### config.mk
export PLATFORM = sky130hd
export DESIGN_NAME = rsa_operand_loader
export DESIGN_NICKNAME = d
export VERILOG_FILES = /design/src/rtl/rsa_operand_loader.sv
export SDC_FILE = /design/constraint.sdc
export NUM_CORES = 1
export LEC_CHECK = 0
export BUFFER_PORTS_ARGS = -buffer_cell sky130_fd_sc_hd__buf_4
export CAP_MARGIN = 20
export CORE_MARGIN = 2
export CORE_UTILIZATION = 40
export DETAILED_ROUTE_END_ITERATION = 12
export GPL_TIMING_DRIVEN = 0
export PLACE_DENSITY_LB_ADDON = 0.15
export SLEW_MARGIN = 10
export SYNTH_ARGS = -nofsm -noshare
export SYNTH_HDL_FRONTEND = slang
export SYNTH_SLANG_ARGS = --single-unit
### constraint.sdc
create_clock -name clk -period 3.5 [get_ports clk]
set_input_delay 0 -clock clk [delete_from_list [all_inputs] [get_ports clk]]
set_output_delay 0 -clock clk [all_outputs]
set_load 0.005 [all_outputs]
### src/rtl/rsa_operand_loader.sv
// Streams the three 2048-bit RSA operands (modulus, key, message) out of the
// operand SRAM as tagged 32-bit words over a valid/ready interface.
module rsa_operand_loader #(
    parameter int AW       = 8,
    parameter int DW       = 32,
    parameter int WORDS    = 64,
    parameter int MSG_BASE = 0,
    parameter int KEY_BASE = 64,
    parameter int MOD_BASE = 128
) (
    input  logic          clk,
    input  logic          rst,
    input  logic          start,
    output logic          sram_en,
    output logic [AW-1:0] sram_addr,
    input  logic [DW-1:0] sram_data,
    output logic          out_valid,
    input  logic          out_ready,
    output logic [DW-1:0] out_data,
    output logic [1:0]    out_sel,
    output logic [5:0]    out_idx,
    output logic          out_last,
    output logic          busy,
    output logic          done
);
    localparam int TOTAL = 3 * WORDS;
    localparam int CW    = $clog2(TOTAL);

    typedef enum logic [1:0] {IDLE, FETCH, DRAIN, DONE} state_t;

    state_t          state_q, state_d;
    logic [CW-1:0]   issue_cnt_q, issue_cnt_d;
    logic            inflight_q, inflight_d;
    logic [7:0]      tag_q, tag_d;
    logic [DW-1:0]   fifo_data_q [2];
    logic [DW-1:0]   fifo_data_d [2];
    logic [7:0]      fifo_tag_q [2];
    logic [7:0]      fifo_tag_d [2];
    logic            wr_ptr_q, wr_ptr_d;
    logic            rd_ptr_q, rd_ptr_d;
    logic [1:0]      count_q, count_d;

    logic            pop;
    logic [2:0]      occ;
    logic [1:0]      issue_sel;
    logic [5:0]      issue_idx;
    logic [AW-1:0]   issue_addr;

    // Operand order is MOD, KEY, MSG, so the issue counter's quotient is the sel tag.
    always_comb begin
        issue_sel = 2'(issue_cnt_q / CW'(WORDS));
        issue_idx = 6'(issue_cnt_q % CW'(WORDS));
        case (issue_sel)
            2'd0:    issue_addr = AW'(MOD_BASE) + AW'(issue_idx);
            2'd1:    issue_addr = AW'(KEY_BASE) + AW'(issue_idx);
            default: issue_addr = AW'(MSG_BASE) + AW'(issue_idx);
        endcase
    end

    always_comb begin
        // NOTE: every signal gets a default first so no path leaves it unassigned (no latch).
        out_valid = (count_q != 2'd0);
        out_data  = fifo_data_q[rd_ptr_q];
        out_sel   = fifo_tag_q[rd_ptr_q][7:6];
        out_idx   = fifo_tag_q[rd_ptr_q][5:0];
        out_last  = (out_idx == 6'(WORDS - 1));
        busy      = (state_q != IDLE);
        done      = (state_q == DONE);

        pop       = out_valid && out_ready;
        // Slots already promised: buffered words plus the read in flight, less the word leaving.
        occ       = 3'(count_q) + 3'(inflight_q) - 3'(pop);
        sram_en   = (state_q == FETCH) && (occ < 3'd2);
        sram_addr = (state_q == FETCH) ? issue_addr : '0;

        state_d     = state_q;
        issue_cnt_d = issue_cnt_q;
        inflight_d  = sram_en;
        tag_d       = tag_q;
        fifo_data_d = fifo_data_q;
        fifo_tag_d  = fifo_tag_q;
        wr_ptr_d    = wr_ptr_q;
        rd_ptr_d    = rd_ptr_q;
        count_d     = count_q + 2'(inflight_q) - 2'(pop);

        if (sram_en) begin
            tag_d       = {issue_sel, issue_idx};
            issue_cnt_d = issue_cnt_q + 1'b1;
        end

        // Read data is valid exactly one cycle after the enabled edge.
        if (inflight_q) begin
            fifo_data_d[wr_ptr_q] = sram_data;
            fifo_tag_d[wr_ptr_q]  = tag_q;
            wr_ptr_d              = ~wr_ptr_q;
        end
        if (pop) rd_ptr_d = ~rd_ptr_q;

        case (state_q)
            IDLE: begin
                if (start) begin
                    state_d     = FETCH;
                    issue_cnt_d = '0;
                end
            end
            FETCH: begin
                if (sram_en && issue_cnt_q == CW'(TOTAL - 1)) begin
                    state_d     = DRAIN;
                    issue_cnt_d = '0;
                end
            end
            DRAIN: begin
                if (pop && out_sel == 2'd2 && out_last) state_d = DONE;
            end
            default: state_d = IDLE;
        endcase
    end

    always_ff @(posedge clk or posedge rst) begin
        if (rst) begin
            state_q     <= IDLE;
            issue_cnt_q <= '0;
            inflight_q  <= 1'b0;
            tag_q       <= '0;
            // NOTE: the two FIFO slots are reset too, so out_data reads 0 out of reset.
            fifo_data_q <= '{default: '0};
            fifo_tag_q  <= '{default: '0};
            wr_ptr_q    <= 1'b0;
            rd_ptr_q    <= 1'b0;
            count_q     <= '0;
        end else begin
            // NOTE: non-blocking assignments so every flop samples pre-edge values.
            state_q     <= state_d;
            issue_cnt_q <= issue_cnt_d;
            inflight_q  <= inflight_d;
            tag_q       <= tag_d;
            fifo_data_q <= fifo_data_d;
            fifo_tag_q  <= fifo_tag_d;
            wr_ptr_q    <= wr_ptr_d;
            rd_ptr_q    <= rd_ptr_d;
            count_q     <= count_d;
        end
    end
endmodule

# [Yosys cells after proc, flatten, opt, wreduce, memory -nomap -nowiden]
# Cells that the tools add are included.
[word_totals] ff_bits=103 latchBits=0 ramBits=0 romBits=0 inputBits=36 wordCells=69 n_memories=0
[op_classes] addsub=7 n_mul=0 n_div=0 magnitude_cmp=4 eq_ne=10 n_shift=0 mux=22 bitwise_logic=4 n_reduce_logical=11
[ops] operator="two-way mux 32 bit" n=4
[ops] operator="bitwise mux 64 bit" n=1
[ops] operator="two-way mux 8 bit" n=8
[ops] operator="demux 32 bit (select 1 bit)" n=1
[ops] operator="case mux 8 bit (2 select lines)" n=2
[ops] operator="bitwise mux 16 bit" n=1
[ops] operator="adder 7 x 6 -> 8 bit (first input constant)" n=1
[ops] operator="adder 8 x 1 -> 8 bit (second input constant)" n=1
[ops] operator="adder 8 x 6 -> 8 bit (first input constant)" n=1
[ops] operator="demux 8 bit (select 1 bit)" n=1
[ops] operator="equality test 8 bit (second input constant)" n=1
[ops] operator="equality test 2 bit (second input constant)" n=3
[ops] operator="equality test 6 bit (second input constant)" n=1
[ops] operator="logical AND 1 bit" n=6
[ops] operator="two-way mux 2 bit" n=3
[ops] operator="case mux 2 bit (3 select lines)" n=1
[ops] operator="equality test 2 x 1 -> 1 bit (second input constant)" n=2
[ops] operator="greater-or-equal comparator 2 bit (second input constant)" n=2
[ops] operator="zero test 2 bit" n=2
[ops] operator="!= test 2 bit (second input constant)" n=2
[ops] operator="inverter 1 -> 2 bit" n=2
[ops] operator="nonzero test 2 bit" n=2
[ops] operator="adder 2 x 1 -> 3 bit" n=1
[ops] operator="less-than comparator 3 x 2 -> 1 bit (second input constant)" n=1
[ops] operator="other kinds (7)" n=8

# [Longest topological paths before layout]
# Gate-level depths: netlist of the first run.
[depth] ltp_word=9 ltp_mapped=10

# [Worst setup path before layout of the first run]
# Ideal clock, no wire load.
[synth_timing] kind="register to register" start="register count_q[1]" end="register state_q[1]" setup_time_ns=0.125 arrival_time_ns=2.394 path_slack_ns=0.982 path_stages_with_launch=11 path_cell_list="dfrtp_1 > nand2_1 > mux2i_1 > ha_1 > inv_1 > fa_1 > nand4_1 > o41ai_1 > o21ai_1 > a21oi_2 > mux2_2"
[synth_between] elab_chain_len=8 word_cells_on_any_way=12 classes_between="2 x add/sub; 1 x order compare; 2 x eq/ne; 7 x reduce/logical"
[synth_rtl] item="start, declared" line="41" source="logic [1:0] count_q, count_d;"
[synth_rtl] item="start signal, assigned" line="141" source="count_q <= count_d;"
[synth_rtl] item="branches (longest 7 deep; another with adder 2 x 1 -> 3 bit)"
[synth_rtl] item="AND reduction 3 bit (no source line) (*)"
[synth_rtl] item="end signal, assigned" line="133" source="state_q <= state_d;"
[synth_rtl] item="end, declared" line="31" source="state_t state_q, state_d;"
# Every way passes the cells marked *.
# A chain may end at the register's enable or synchronous reset.

# [Worst setup path after layout of the first run]
# Ends and elaborated chain as after synthesis.

==> impl_metrics.yaml, run 1 <==
routing:
  drt_first_pass_iters: 4
  wirelength_um: 9325
  final_antenna_net_count: 0
  drtIter0Drc: 114
  detail_route.vias_per_cell: 4.900
  wl_per_cell_um: 15.31
  num_vias: 2984
  drt_drc_violations_left: 0
final_layout:
  post-route-util: 0.5422
  antenna_cells: 0
  final_common_cell: "mux2_2"
  syn2layout_area_growth_pct: 32.84
  finalNonFillerCells: 609
  num-nets-final: 505
  layout-drive-gt1-share: 0.5150
  fill_cells: 980
  mostFrequentLayoutCells: "128 x mux2_2, 103 x dfrtp_1, 88 x buf_4"
setup_path:
  path_cells: "nand2_1 > mux2i_1 > ha_1 > inv_1 > fa_1 > nand4_1 > o41ai_1 > o21ai_1 > a21oi_2 > mux2_2"
  reg2reg_depth: 10
  crit_type: "reg2reg"
  cp.required_ps: 3720
  cp-end-kind: "register"
  critPathBufInv: 1
  worst_path_dominant_cell_family: "compound AO/OA/AOI/OAI gates"
  cp-start-kind: "register"
  rr_startpoint: "count_q[1]"
  cp_slowest_cell: "fa_1"
  r2r_end: "state_q[1]"
  rrSetupSlack_ps: 630
  cpPeakStageDelay_ps: 570
  worstPathArrival_ps: 3100
  crit_fanout: 5
floorplan:
  die-width_um: 111.7
  die_height_um: 111.7
  initial_core_util: 0.4082
  die_area_mm2: 0.01248
  core-area_mm2: 0.01137
  placement_rows: 39
  io_pins: 89
pwr:
  power.switching_mw: 1.395
  total_power_mw: 4.900
  peakVddDrop_uv: 394.7
  clkPwrFrac: 0.219
  swShare: 0.2848
  sequentialPowerShare: 0.382
  power_density_mw_per_mm2: 794.8
  p_int_mw: 3.504
  p_comb_frac: 0.399
  p_leak_nw: 2.870
place:
  dp_cells: 560
  hpwl_um: 6463
  pre_cts_ws_ps: 634.7
  place.gp.congestion: 0.7407
  io_buffers: 88
worst_hold_path:
  hold_start: "out_ready"
  holdPathEnd: "rd_ptr_q"
  worstHoldPathCells: 3
  min_path_type: "in2reg"
yosys:
  synth_area_mm2: 0.004641
  synth_nets: 372
  seq_area_frac_synth: 0.5554
  syn_inst: 328
  synth_cell_types: 36
  avgSynthCellArea_um2: 14.15
  yosysWarnings: 0
  synth-seq-cells: 103
timing:
  fin_crit_sh: 0.8213
  layout_setup_ws_ps: 625.6
  hold_viol: 0
  fin_crit_ps: 2874
  slew_viol_final: 0
  max_slew.worst_pin.slew_ps: 673.8
  setup_viol: 0
  clock_skew_ps: 9.912
  fmax_mhz: 347.9
  setup_tns_ps: 0
  slew_headroom: 0.5508
  rsz0062_at_grt: "no"
grt:
  antenna_found_initial: 0
  grt_pass1_vias: 3270
  track_usage: 0.1599
  grt_pass1_wl_um: 16140
  grt_max_degree: 60
  grt_overflow: 0
cts:
  cts_resized: 0
  cts_tree: "done"
  cts_max_level: 3
  clk_latency_ps: 330
  cts_setup_buffers: 0
  root_buffer: "clkbuf_16"
  numCtsBuffers: 9
  clkSinkCount: 103
  clockBufferDepth: 2
  clk_pin_slew_ps: 70
job:
  cap_violations: 0
status:
  status: "complete, no violations"
[tightest hold or removal path, stage by stage]
cell and delay (ps):
buf_4 120, o21ai_0 140, xnor2_1 80
[power by group through the flow]
| stage | clock network, mW | registers, mW | logic (mW) |
|---|---|---|---|
| after global placement | 0 | 1.87 | 1.91 |
| after detailed placement | 0 | 1.90 | 1.95 |
| final | 1.07 | 1.87 | 1.96 |
| after floorplan | 0 | 1.82 | 1.21 |
| after global routing | 1.16 | 1.94 | 2.15 |
| after CTS | 1.11 | 1.88 | 1.99 |
[worst max path at each step]
stage | depth (start not counted) | slack [ps] | end | startpoint
floorplan | 1 | 800 | count_q[0] | rst
global placement | 2 | -370 | fifo_data_q[28] | rst
detailed placement | 10 | 630 | state_q[1] | count_q[1]
CTS | 10 | 580 | state_q[1] | count_q[1]
global route | 10 | 390 | state_q[1] | count_q[1]
finish | 10 | 630 | state_q[1] | count_q[1]
[logic make-up (layout without fill, tap and decap cells)]
| logic type | after synthesis | after routing | synth area share |
|---|---|---|---|
| AO/OA/AOI/OAI | 10 | 10 | 0.01537 |
| XOR/XNOR | 10 | 10 | 0.01887 |
| adder cells (fa/ha/maj) | 8 | 8 | 0.02319 |
| buffers and inverters | 21 | 159 | 0.01887 |
| flip-flops | 103 | 103 | 0.5554 |
| multiplexers | 130 | 130 | 0.3160 |
| AND/OR/NAND/NOR | 46 | 46 | 0.05231 |
[per-layer routing]
metal	vias up	part of all wire	track usage
met5	-	0	0
met4	0	0.013	0.04938
met3	11	0.033	0.02395
met2	61	0.48	0.2699
met1	1485	0.48	0.2138
li1	1427	-	-
[sequential cells by signal, indices dropped and copies added (netlist names)]
| signal | cells |
|---|---|
| inflight_q | 1 |
| state_q | 2 |
| fifo_data_q | 64 |
| issue_cnt_q | 8 |
| wr_ptr_q | 1 |
| fifo_tag_q | 16 |
| rd_ptr_q | 1 |
| tag_q | 8 |
| count_q | 2 |
[cell type report]
type | instances | area, um2 | share of cell area
well taps | 143 | 178.9 | 0.02902
multi-input cells | 204 | 1976 | 0.3205
repair buffers | 122 | 1018 | 0.1652
clock inverters | 4 | 77.57 | 0.01258
flip-flops and latches | 103 | 2577 | 0.4181
inverters | 6 | 25.02 | 0.004059
clock buffers | 12 | 246.5 | 0.03998
plain buffers | 15 | 65.06 | 0.01055
[cell usage after synthesis]
master,number,area share
a21o_1,1,0.0016
a21oi_1,2,0.0022
a21oi_2,1,0.0019
and2_1,6,0.0081
and3_1,2,0.0027
and3b_1,1,0.0019
and4_1,1,0.0019
buf_1,1,0.00081
buf_2,1,0.0011
buf_6,1,0.0024
clkbuf_1,12,0.0097
dfrtp_1,103,0.56
fa_1,1,0.0043
ha_1,7,0.019
inv_1,6,0.0049
mux2_2,128,0.31
mux2_4,1,0.0032
mux2i_1,1,0.0022
nand2_1,7,0.0057
nand2b_1,2,0.0027
nand3_1,5,0.0054
nand3b_1,1,0.0016
nand4_1,2,0.0027
nor2_1,12,0.0097
nor2_2,1,0.0013
nor2b_1,1,0.0013
nor3_1,1,0.0011
nor3b_1,1,0.0016
o21ai_0,2,0.0022
o21ai_1,2,0.0022
o32ai_2,1,0.0035
o41ai_1,1,0.0019
or2_2,2,0.0027
or3b_1,1,0.0019
xnor2_1,3,0.0057
xor2_1,7,0.013
[per-stage QoR]
| step | hold slack [ps] | cell area [um2] |
|---|---|---|
| floorplan | 150.6 | 4641 |
| global placement | 241.6 | 5480 |
| detailed placement | 121.0 | 5510 |
| CTS | 52.01 | 6165 |
| global route | 100.4 | 6165 |
| finish | 59.74 | 6165 |
[repair_timing]
action                     4_1_cts  5_1_grt
setup endpoints to repair        0        0
hold buffers                    33        0
hold endpoints to repair       108        0
Power figures use the tool's default switching activity.
==> run 2: changes to the inputs <==
clock period = 2.45 ns   (was 3.5 ns; I/O delays follow)
==> impl_metrics.yaml, run 2 (synthesis results as in run 1) <==
status:
  status: "finished with violations"
  violations: "negative setup slack"
grt:
  track_usage: 0.1615
  antenna_found_initial: 0
  use_met2: 0.2630
  grt_overflow: 0
  grt_pass1_vias: 3176
  top_usage_layer: "met2"
  grt_pass1_wl_um: 15970
  grt_use_met3: 0.04246
  grtUsageMet1: 0.2105
  grt_max_degree: 38
timing:
  slew_viol_final: 0
  setup_viol: 10
  fin_crit_ps: 2553
  fmax_mhz: 391.7
  slew_headroom: 0.5547
  fin_crit_sh: 1.042
  hold_viol: 0
  hold_slack_ps: 64.34
  clock_skew_ps: 4.184
  layout_setup_ws_ps: -103.0
  max_slew.worst_pin.slew_ps: 667.9
  rsz0062_at_grt: "yes"
final_layout:
  post-route-util: 0.5488
  num-nets-final: 512
  fill_cells: 1003
  mostFrequentLayoutCells: "128 x mux2_2, 102 x dfrtp_1, 93 x buf_4"
  antenna_cells: 0
  syn2layout_area_growth_pct: 34.46
  layout-drive-gt1-share: 0.5349
  reg_top3: "fifo_data_q x64, fifo_tag_q x16"
  final_common_cell: "mux2_2"
  largest_reg_flops: 64
  largest_register: "fifo_data_q"
pwr:
  p_leak_nw: 2.898
  power_density_mw_per_mm2: 1118
  peakVddDrop_uv: 568.3
setup_path:
  worstPathArrival_ps: 2770
  cp-start-kind: "register"
  crit_type: "reg2reg"
  path_cells: "mux2i_1 > ha_1 > inv_1 > fa_2 > nand4_1 > o41ai_2 > o21ai_2 > a21oi_2 > mux2_2"
  cp-end-kind: "register"
  crit_fanout: 3
  cp_slowest_cell: "fa_2"
  cpPeakStageDelay_ps: 560
  cp.required_ps: 2670
cts:
  cts_max_level: 3
  root_buffer: "clkbuf_16"
  clk_pin_slew_ps: 60
  clk_latency_ps: 330
  clkSinkCount: 103
  numCtsBuffers: 9
  clockBufferDepth: 2
  cts_tree: "done"
floorplan:
  io_pins: 89
  initial_core_util: 0.4082
  die_height_um: 111.7
  die-width_um: 111.7
  placement_rows: 39
  die_area_mm2: 0.01248
  core-area_mm2: 0.01137
routing:
  drt_drc_violations_left: 0
  drtIter0Drc: 45
  wl_per_cell_um: 15.42
  drt_first_pass_iters: 4
  detail_route.vias_per_cell: 4.870
  final_antenna_net_count: 0
  wirelength_um: 9500
  num_vias: 3000
place:
  hpwl_um: 6619
  io_buffers: 88
  place.gp.congestion: 0.7418
worst_hold_path:
  min_path_type: "in2reg"
job:
  cap_violations: 0
==> run 2: final cells by class <==
cell class                 instances  area (um2)  area share
inverter                           6       26.28    0.004211
buffer                            15       71.32     0.01143
sequential                       103        2579      0.4133
tap                              143       178.9     0.02867
clock buffer                      12       246.5     0.03950
timing repair buffer             129        1089      0.1745
multi-input combinational        204        2004      0.3212
clock inverter                     4       45.04    0.007219
==> run 2: worst paths after layout <==
check                                 from         endpoint  slack (ps)  cells after the start
worst max-delay path            count_q[0]       state_q[1]        -100                      9
worst min-delay path             out_ready         rd_ptr_q          60                      3
worst max register to register  count_q[0]       state_q[1]        -100                      9
worst min register to register    wr_ptr_q         wr_ptr_q         490                      1
max in group asynchronous              rst   issue_cnt_q[5]        1320                      6
min in group asynchronous              rst  fifo_data_q[12]         200                      3
==> run 2: repair_timing <==
action / CTS / global route
hold buffers: 33 / 0
resized for setup: 4 / 2
hold endpoints to repair: 104 / 0
setup endpoints to repair: 18 / 18
pin swaps: 2 / 1
buffers inserted: 5 / 0
==> run 2: worst max-delay path, delay by kind of cell, from the launching register on <==
kind	cells	cell delay, ps
DFF	1	360
buffers and inverters	1	50
adders and majority gates	2	730
AOI/OAI and AO/OA	3	590
and+or+nand+nor	1	140
muxes	2	560
==> run 2: report_power, final <==
part	internal, mW	switching [mW]
Sequential	2.35	0.309
Clock	0.815	0.576
Combinational	1.80	1.12
Total	4.97	2.01
==> run 2: routing by layer <==
metal | vias up | share of wire
li1 | 1429 | -
met1 | 1493 | 0.45
met2 | 66 | 0.48
met3 | 12 | 0.047
met4 | 0 | 0.019
met5 | - | 0
==> run 2: stage by stage <==
stage	cells	total power, mW	setup slack [ps]	setup TNS (ps)	area, um2
2_1_floorplan	328	4.357	9.660	0	4656
3_3_place_gp	559	5.418	-301.0	-2100	5495
3_5_place_dp	562	5.530	-340.1	-3219	5555
4_1_cts	616	7.080	-205.1	-1450	6233
5_1_grt	616	7.459	-258.1	-1863	6240
6_report	616	6.977	-103.0	-340.6	6240
